### config.mk
export PLATFORM = sky130hd
export DESIGN_NAME = alu_sequencer
export DESIGN_NICKNAME = d
export VERILOG_FILES = /design/src/rtl/alu_sequencer_pkg.sv /design/src/rtl/alu_sequencer.sv
export SDC_FILE = /design/constraint.sdc
export NUM_CORES = 1
export LEC_CHECK = 0
export BUFFER_PORTS_ARGS = -buffer_cell sky130_fd_sc_hd__buf_2
export CAP_MARGIN = 20
export CORE_MARGIN = 5
export CORE_UTILIZATION = 49
export DETAILED_ROUTE_END_ITERATION = 10
export PLACE_DENSITY = 0.83
export SLEW_MARGIN = 10
export SYNTH_ARGS = -nofsm -noshare
export SYNTH_HDL_FRONTEND = slang
export SYNTH_SLANG_ARGS = --single-unit
### constraint.sdc
create_clock -name clk -period 1.8 [get_ports clk]
set_clock_uncertainty 0.15 [all_clocks]
set_input_delay 0.27 -clock clk [delete_from_list [all_inputs] [get_ports clk]]
set_output_delay 0.27 -clock clk [all_outputs]
set_load 0.05 [all_outputs]
### src/rtl/alu_sequencer_pkg.sv
// Types and opcode field positions shared by the ALU and its control sequencer.
package alu_sequencer_pkg;

   typedef enum logic [2:0] {
      ALU_ADD = 3'd0,
      ALU_SUB = 3'd1,
      ALU_AND = 3'd2,
      ALU_OR  = 3'd3,
      ALU_XOR = 3'd4,
      ALU_MUL = 3'd5,
      ALU_SR  = 3'd6,
      ALU_SL  = 3'd7
   } alu_operation_t;

   typedef enum logic {
      ALU_RX        = 1'b0,
      ALU_IMMEDIATE = 1'b1
   } alu_operand_t;

   typedef enum logic [1:0] {
      S_OPCODE = 2'd0,
      S_IMM    = 2'd1,
      S_EXEC   = 2'd2
   } alu_seq_state_t;

   localparam int OP_MSB      = 7;
   localparam int OP_LSB      = 5;
   localparam int OPERAND_BIT = 4;
   localparam int RX_MSB      = 3;
   localparam int RX_LSB      = 2;

   // Reserved bits [1:0] must be zero unless the build tolerates them.
   function automatic logic opcode_reserved_violation(input logic [7:0] op_byte,
                                                      input bit allow_reserved);
      return !allow_reserved && (op_byte[1:0] != 2'b00);
   endfunction

endpackage

### src/rtl/alu_sequencer.sv
// Multi-cycle ALU control sequencer: decodes opcode/immediate bytes from fetch,
// drives registered ALU selects and pulses r0_we/retire when the result commits.
//
// state    | meaning
// S_OPCODE | waiting for an opcode byte
// S_IMM    | opcode accepted, waiting for its immediate byte
// S_EXEC   | ALU selects stable; stall countdown, r0_we on the final cycle
module alu_sequencer
   import alu_sequencer_pkg::*;
#(
   parameter int unsigned EXEC_STALL_CYCLES = 0,
   parameter bit          ALLOW_RESERVED    = 1'b0
) (
   input  logic           clk,
   input  logic           rst_n,
   input  logic           instr_valid,
   output logic           instr_ready,
   input  logic [7:0]     instr_byte,
   output alu_operation_t alu_operation,
   output alu_operand_t   alu_operand,
   output logic [7:0]     immediate,
   output logic [1:0]     rx_sel,
   output logic           r0_we,
   output logic           retire,
   output logic           illegal
);

   localparam logic [3:0] STALL_LOAD = 4'(EXEC_STALL_CYCLES);

   alu_seq_state_t state_q, state_d;
   alu_operation_t alu_operation_q, alu_operation_d;
   alu_operand_t   alu_operand_q, alu_operand_d;
   logic [7:0]     immediate_q, immediate_d;
   logic [1:0]     rx_sel_q, rx_sel_d;
   logic [3:0]     stall_cnt_q, stall_cnt_d;
   logic           r0_we_q, r0_we_d;
   logic           retire_q, retire_d;
   logic           illegal_q, illegal_d;
   logic           xfer;
   logic           enter_exec;

   assign instr_ready = (state_q != S_EXEC);
   assign xfer        = instr_valid && instr_ready;

   always_comb begin
      state_d         = state_q;
      alu_operation_d = alu_operation_q;
      alu_operand_d   = alu_operand_q;
      immediate_d     = immediate_q;
      rx_sel_d        = rx_sel_q;
      stall_cnt_d     = stall_cnt_q;
      r0_we_d         = 1'b0;
      illegal_d       = 1'b0;
      enter_exec      = 1'b0;

      case (state_q)
         S_OPCODE: begin
            if (xfer) begin
               if (opcode_reserved_violation(instr_byte, ALLOW_RESERVED)) begin
                  illegal_d = 1'b1;
               end else begin
                  alu_operation_d = alu_operation_t'(instr_byte[OP_MSB:OP_LSB]);
                  alu_operand_d   = alu_operand_t'(instr_byte[OPERAND_BIT]);
                  rx_sel_d        = instr_byte[RX_MSB:RX_LSB];
                  if (instr_byte[OPERAND_BIT]) begin
                     state_d = S_IMM;
                  end else begin
                     enter_exec = 1'b1;
                  end
               end
            end
         end
         S_IMM: begin
            if (xfer) begin
               immediate_d = instr_byte;
               enter_exec  = 1'b1;
            end
         end
         S_EXEC: begin
            // r0_we is registered, so it is raised on the edge where the count reaches 0
            if (stall_cnt_q == 4'd0) begin
               state_d = S_OPCODE;
            end else begin
               stall_cnt_d = stall_cnt_q - 4'd1;
               r0_we_d     = (stall_cnt_q == 4'd1);
            end
         end
         default: begin
            state_d = S_OPCODE;
         end
      endcase

      if (enter_exec) begin
         state_d     = S_EXEC;
         stall_cnt_d = STALL_LOAD;
         r0_we_d     = (STALL_LOAD == 4'd0);
      end

      retire_d = r0_we_d;
   end

   always_ff @(posedge clk or negedge rst_n) begin
      if (!rst_n) begin
         state_q         <= S_OPCODE;
         alu_operation_q <= ALU_ADD;
         alu_operand_q   <= ALU_RX;
         immediate_q     <= 8'h00;
         rx_sel_q        <= 2'd0;
         stall_cnt_q     <= 4'd0;
         r0_we_q         <= 1'b0;
         retire_q        <= 1'b0;
         illegal_q       <= 1'b0;
      end else begin
         state_q         <= state_d;
         alu_operation_q <= alu_operation_d;
         alu_operand_q   <= alu_operand_d;
         immediate_q     <= immediate_d;
         rx_sel_q        <= rx_sel_d;
         stall_cnt_q     <= stall_cnt_d;
         r0_we_q         <= r0_we_d;
         retire_q        <= retire_d;
         illegal_q       <= illegal_d;
      end
   end

   assign alu_operation = alu_operation_q;
   assign alu_operand   = alu_operand_q;
   assign immediate     = immediate_q;
   assign rx_sel        = rx_sel_q;
   assign r0_we         = r0_we_q;
   assign retire        = retire_q;
   assign illegal       = illegal_q;

endmodule

---- After elaboration in Yosys (flattened, before gate mapping) ----
Index checks and enable logic that the tools add are counted.
operators by class
  reductions and logical operators ........ 9
  mux-type cells .......................... 20
  add/subtract/negate cells ............... 1
  eq/ne operators ......................... 10
  bitwise logic cells ..................... 1
operators with widths
  operator                                                            count
  4-bit two-way mux                                                   3
  3-bit inequality test, second input constant                        4
  1-bit two-way mux                                                   10
  2-bit two-way mux                                                   5
  2-bit inequality test, second input constant                        3
  2-bit case mux with 3 select lines                                  1
  5-bit AND reduction                                                 1
  4-bit by 1-bit == test with 1-bit output, second input constant     1
  4-bit zero test                                                     1
  2-bit AND reduction                                                 2
  2-bit nonzero test                                                  2
  4-bit by 1-bit subtractor with 4-bit output, second input constant  1
  3-bit AND reduction                                                 1
  2-bit by 1-bit == test with 1-bit output, second input constant     1
  2-bit == test, second input constant                                1
  2-bit zero test                                                     1
  1-bit case mux with 2 select lines                                  1
  1-bit logical AND                                                   1
  1-bit NOT                                                           1
word-level totals
  logic and storage cells ................. 49
  input bits .............................. 11
  register bits after elaboration ......... 22
  output and inout port bits .............. 18

---- Longest topological paths before layout ----
Gate-level depths: netlist of run 1.
  word-level depth ........................ 6
  gate-level depth with buffers ........... 5
  depth with buffers taken out ............ 5

---- Worst setup path after synthesis of run 1 ----
Ideal clock, no wire load.
  path type ............................... reg2reg
  from .................................... register stall_cnt_q[0]
  to ...................................... register stall_cnt_q[2]
  slack ................................... 218 ps
  stages on the path, launching flop included .. 6
  setup time .............................. 138 ps
  data arrival time ....................... 1,294 ps
  clock period less this slack ............ 1,582 ps
  path through ............................ dfrtp_1 -> inv_1 -> ha_1 -> or3b_2 -> a31oi_1 -> a311oi_1
on the way
  word-level cells in the longest chain between the ends .. 4
  elaborated cells between the ends (all ways) .. 7
RTL lines
  what                                         RTL line              RTL
  start, declared                              alu_sequencer.sv:35   logic [3:0] stall_cnt_q, stall_cnt_d;
  start signal, assigned                       alu_sequencer.sv:119  stall_cnt_q <= stall_cnt_d;
  4-bit by 1-bit subtractor with 4-bit output  alu_sequencer.sv:84   stall_cnt_d = stall_cnt_q - 4'd1;
  4-bit two-way mux                            alu_sequencer.sv:81   if (stall_cnt_q == 4'd0) begin
  4-bit two-way mux                            alu_sequencer.sv:56   case (state_q)
  4-bit two-way mux                            alu_sequencer.sv:93   if (enter_exec) begin
Parallel ways exist; a longest one is shown, timed or not. The select of a mux whose other input is x is not followed.
A chain may end at the register's enable or synchronous reset.

---- Worst setup path after layout of run 1 ----
Same ends and word-level chain as after synthesis.

==> results of run 1 <==
-- cells in the mapped netlist, types with 2 or more instances --
library cell  count  area [um2]
dfrtp_1          22         551
ha_1              3        37.5
or3_1             2        12.5
nand2b_1          2        12.5
mux2_2           14         158
nor2_1            3        11.3
inv_1             3        11.3
a21oi_1           3        15.0
o21ai_0           4        20.0
-- through the flow --
stage               setup slack [ps]  hold slack (ps)  cells
finish                          94.2             50.4    132
global route                    18.3             40.1    132
CTS                              102             41.2    132
detailed placement               111              111    127
global placement                 183              103    127
floorplan                        218             -176     73
-- registers in the layout, indices dropped and copies added (netlist names) --
register,flops
alu_operand,1
alu_operation,3
illegal,1
immediate,8
retire,1
rx_sel,2
stall_cnt_q,4
state_q,2
-- worst register-to-register path: stages (launching register included) --
cell      delay (ps)
dfrtp_1          420
inv_1            100
ha_1             180
or3b_2           470
a31oi_1          190
a311oi_1          70
-- cells by family after synthesis --
| group | share of synthesized area [%] |
|---|---|
| flip-flops | 57.5 |
| adder cells (fa/ha/maj) | 3.92 |
| AND/OR/NAND/NOR | 11.5 |
| multiplexers | 16.5 |
| AO/OA/AOI/OAI | 7.06 |
| buffers and inverters | 3.53 |
-- how the worst max path moves through the flow --
stage,end,slack (ps),cells past startpoint
after floorplan,stall_cnt_q[2],220,5
after global placement,stall_cnt_q[0],180,4
after detailed placement,stall_cnt_q[2],110,5
after CTS,stall_cnt_q[2],100,5
after global routing,stall_cnt_q[2],20,5
final,stall_cnt_q[2],90,5
-- cell type report --
type,count,area (um2),share of cell area [%]
Sequential cell,22,551,47.0
Clock buffer,4,36.3,3.10
Multi-Input combinational cell,45,378,32.3
Tap cell,27,33.8,2.88
Inverter,4,15.0,1.28
Timing Repair Buffer,30,158,13.5
-- timing repair --
| action | 4_1_cts | 5_1_grt |
|---|---|---|
| setup endpoints to repair | 0 | 3 |
| hold endpoints to repair | 22 | 0 |
| hold buffers | 1 | 0 |
| gates resized for setup | 0 | 1 |
-- per-layer routing --
| layer | global-route usage, % | wire length [um] | share of wire, % |
|---|---|---|---|
| met1 | 15.3 | 746 | 42 |
| met2 | 25.7 | 869 | 49 |
| met3 | 2.77 | 142 | 8.0 |
| met4 | 4.98 | 20 | 1.1 |
| met5 | 0 | 0 | 0 |
==> out/results.tsv, run 1 <==
stage	metric	value	unit
sta	Achievable Freq	586	MHz
setup_path	register-to-register setup slack	90	ps
setup_path	Worst Path Buf+Inv	1	
setup_path	worst-path cell chain	inv_1, ha_1, or3b_2, a31oi_1, a311oi_1	
floorplan	Die W	54.2	um
routing	Pre-Repair DR Iteration Count	4	
routing	# DRC	0	
layout	cell area after layout	1170	um2
setup_path	slowest CP cell	or3b_2	
setup_path	reg2reg path depth	5	
setup_path	worst path required time	1830	ps
synthesis	syn_area_per_cell	13.1	um2
synthesis	Post-synth EDFFs	0	
grt	largest net degree at the start of global routing	23	
setup_path	Setup crit start	stall_cnt_q[0]	
synthesis	Syn Std Cell Area	957	um2
sta	RSZ-0062 raised after global routing	no	
setup_path	critical path arrival	1730	ps
clock_tree	clk buf depth	2	
floorplan	core box area	1900	um2
setup_path	Crit Path Class	flop to flop	
hold_path	hold-critical path depth	2	
routing	1st-iter DRT viols	6	
clock_tree	total CTS buffers	3	
placed_design	gpl congestion	0.797	
synthesis	register area share after synthesis	57.5	%
grt	gr ovfl total	0	
layout	most frequent cells in the layout	28 x buf_2, 22 x dfrtp_1, 14 x mux2_2	
hold_path	HP Class	input pin to flop	
layout	final core utilization	61.6	%
setup_path	CP Launch Type	flop	
routing	via/cell ratio	5.11	
setup_path	RR Endpoint	stall_cnt_q[2]	
clock_tree	# H-tree levels	1	
sta	fin crit period	1710	ps
grt	initial antenna violation count	0	
setup_path	RR Startpoint	stall_cnt_q[0]	
floorplan	site row count	16	
sta	Setup TNS Final	0	ps
floorplan	Die H	54.2	um
grt	gr usage total	13.8	%
run	MaxCap Viol Count	0	
sta	Worst-Margin Slew	488	ps
synthesis	Cells after Synth	73	
routing	Routed wire per std cell	13.5	um
sta	Final Hold Fails	0	
clock_tree	clock slew at reported path FFs	110	ps
setup_path	largest fanout on the critical path	4	
placed_design	DP HPWL	1360	um
routing	Antenna Nets Post-Route	0	
sta	Max-slew headroom	67.5	%
synthesis	YS warnings	0	
status	outcome	complete, no violations	
floorplan	I/O pins	29	
setup_path	max incr delay on CP	470	ps
hold_path	hold path endpoint	immediate[6]	
setup_path	CP endpoint kind	flop	
grt	first-pass GRT wire length	2860	um
sta	fin. max-slew vios	0	
clock_tree	Setup Fix Bufs, Post-CTS	0	
sta	crit share post-route	94.8	%
routing	DR vias	674	
placed_design	placed cell area	1120	um2
layout	antenna fix cells	0	
synthesis	Async S/R FF share, synth	100	%
floorplan	starting density of the core	50.3	%
placed_design	Port Buffers	28	
routing	final wirelength	1780	um
layout	area grow syn2layout	22.4	%
synthesis	number of synthesized register bits	22	
layout	NumNets Final	120	
synthesis	Syn Nets	87	
layout	most common cell after layout, fill and taps aside	buf_2	
floorplan	Die Area	2940	um2
clock_tree	clk root buf	clkbuf_4	
layout	share of cells above drive strength 1	50.5	%
clock_tree	clock sink total	22	
hold_path	hold path start	instr_byte[6]	
grt	vias in the first global route	699	
layout	Fill cells	162	
clock_tree	Clock Latency Late Sink	300	ps
setup_path	delay-heaviest family, CP	simple AND/OR/NAND/NOR gates	
clock_tree	CTS tree	yes	
sta	# setup viols final	0	
synthesis	Synth cell types	26	
synthesis	Synth Flop Type	dfrtp_1	
Power of run 1 is not shown: default switching activity piles up to over one toggle a cycle in this logic, so the estimate is an artifact.
==> run 2: changes to the inputs <==
==> constraint.sdc (replaced) <==
create_clock -name clk -period 1.8 [get_ports clk]
set_clock_uncertainty 0.15 [all_clocks]
set_input_delay 0.36 -clock clk [delete_from_list [all_inputs] [get_ports clk]]
set_output_delay 0.36 -clock clk [all_outputs]
set_load 0.05 [all_outputs]
==> run 2 against run 1 <==
Compared with the run above: maximum frequency shrank 0.81%; non-clock buffer count is 3 higher; core utilization grew 1.4 points; register-to-register slack about the same; via count is 2.5% higher; sequential share of layout area down 0.93 points; die area did not move; wire length increased by 4.3%; critical path depth unchanged; setup slack lost 14 ps; critical path type unchanged.
==> out/results.tsv, run 2 (synthesis results as in run 1) <==
stage	metric	value	unit
clock_tree	CTS tree	yes	
sta	Achievable Freq	581	MHz
setup_path	largest fanout on the critical path	4	
clock_tree	clock sink total	22	
layout	max reg flops	8	
grt	gr ovfl total	0	
grt	first-pass GRT wire length	2950	um
grt	gr usage total	13.7	%
setup_path	CP Launch Type	flop	
routing	Routed wire per std cell	13.7	um
run	MaxCap Viol Count	0	
setup_path	Worst Path Buf+Inv	1	
routing	Antenna Nets Post-Route	0	
sta	fin. max-slew vios	0	
setup_path	worst path required time	1830	ps
floorplan	Die H	54.2	um
sta	crit share post-route	95.5	%
clock_tree	clk buf depth	2	
setup_path	critical path arrival	1750	ps
sta	Max-slew headroom	68.4	%
floorplan	Die Area	2940	um2
setup_path	CP endpoint kind	flop	
setup_path	Crit Path Class	flop to flop	
floorplan	Die W	54.2	um
clock_tree	total CTS buffers	3	
floorplan	site row count	16	
setup_path	worst-path cell chain	inv_1, ha_1, or3b_2, a31oi_1, a311oi_1	
layout	Fill cells	157	
layout	most frequent cells in the layout	27 x buf_2, 21 x dfrtp_1, 14 x mux2_2	
grt	vias in the first global route	669	
routing	DR vias	691	
layout	most common cell after layout, fill and taps aside	buf_2	
setup_path	max incr delay on CP	480	ps
floorplan	starting density of the core	50.3	%
hold_path	HP Class	input pin to flop	
routing	via/cell ratio	5.12	
placed_design	Port Buffers	28	
clock_tree	Clock Latency Late Sink	290	ps
setup_path	register-to-register setup slack	80	ps
sta	# setup viols final	0	
layout	area grow syn2layout	25.1	%
routing	1st-iter DRT viols	8	
placed_design	gpl congestion	0.837	
setup_path	delay-heaviest family, CP	simple AND/OR/NAND/NOR gates	
routing	final wirelength	1860	um
sta	Worst-Margin Slew	474	ps
sta	Final Hold Fails	0	
clock_tree	clk root buf	clkbuf_4	
routing	Pre-Repair DR Iteration Count	5	
status	outcome	complete, no violations	
floorplan	core box area	1900	um2
layout	NumNets Final	123	
grt	initial antenna violation count	0	
routing	# DRC	0	
placed_design	DP HPWL	1400	um
layout	final core utilization	63.0	%
layout	share of cells above drive strength 1	52.8	%
setup_path	slowest CP cell	or3b_2	
clock_tree	clock slew at reported path FFs	120	ps
layout	antenna fix cells	0	
clock_tree	# H-tree levels	1	
sta	fin crit period	1720	ps
floorplan	I/O pins	29	
grt	largest net degree at the start of global routing	23	
[run 2: metal layers]
| layer | vias to the layer above | GRT usage [%] | wire [um] |
|---|---|---|---|
| met5 | - | 0 | 0 |
| met1 | 332 | 16.6 | 756 |
| met2 | 27 | 24.7 | 932 |
| met3 | 2 | 2.77 | 160 |
| li1 | 330 | - | - |
| met4 | 0 | 3.32 | 6 |
[run 2: worst reg2reg max path: stages, from the launching register on]
cell	delay, ps
dfrtp_1	420
inv_1	120
ha_1	200
or3b_2	480
a31oi_1	180
a311oi_1	60
[run 2: repair_timing]
item	in CTS	in global routing
setup endpoints to repair	0	4
hold endpoints to repair	22	0
setup buffers	0	2
hold buffers	1	0
gates resized for setup	0	3
[run 2: area by class of cell]
class / count / area [um2] / area share, %
clock buffers: 4 / 36.3 / 3.03
well taps: 27 / 33.8 / 2.82
inverters: 4 / 15.0 / 1.25
repair buffers: 33 / 183 / 15.3
multi-input cells: 45 / 378 / 31.6
flip-flops and latches: 22 / 552 / 46.1
[run 2: final timing paths]
path                                     start             end  cells after the start
worst max-delay path            stall_cnt_q[0]  stall_cnt_q[2]                      5
worst max register to register  stall_cnt_q[0]  stall_cnt_q[2]                      5
worst min register to register      state_q[1]      state_q[0]                      1
worst min-delay path             instr_byte[6]    immediate[6]                      2
min in group asynchronous                rst_n       rx_sel[1]                      2
max in group asynchronous                rst_n      state_q[0]                      2
[run 2: metrics by stage]
step           setup WS [ps]  hold slack [ps]  TNS (ps)  area, um2  std cells
6_report                80.2              151         0       1200        135
5_1_grt                -9.84              137     -9.84       1200        135
4_1_cts                 47.4              150         0       1170        133
3_5_place_dp             109              198         0       1130        128
3_3_place_gp             198              191         0       1130        128
2_1_floorplan            218            -85.6         0        957         73
Power of run 2 is left out for the same reason.
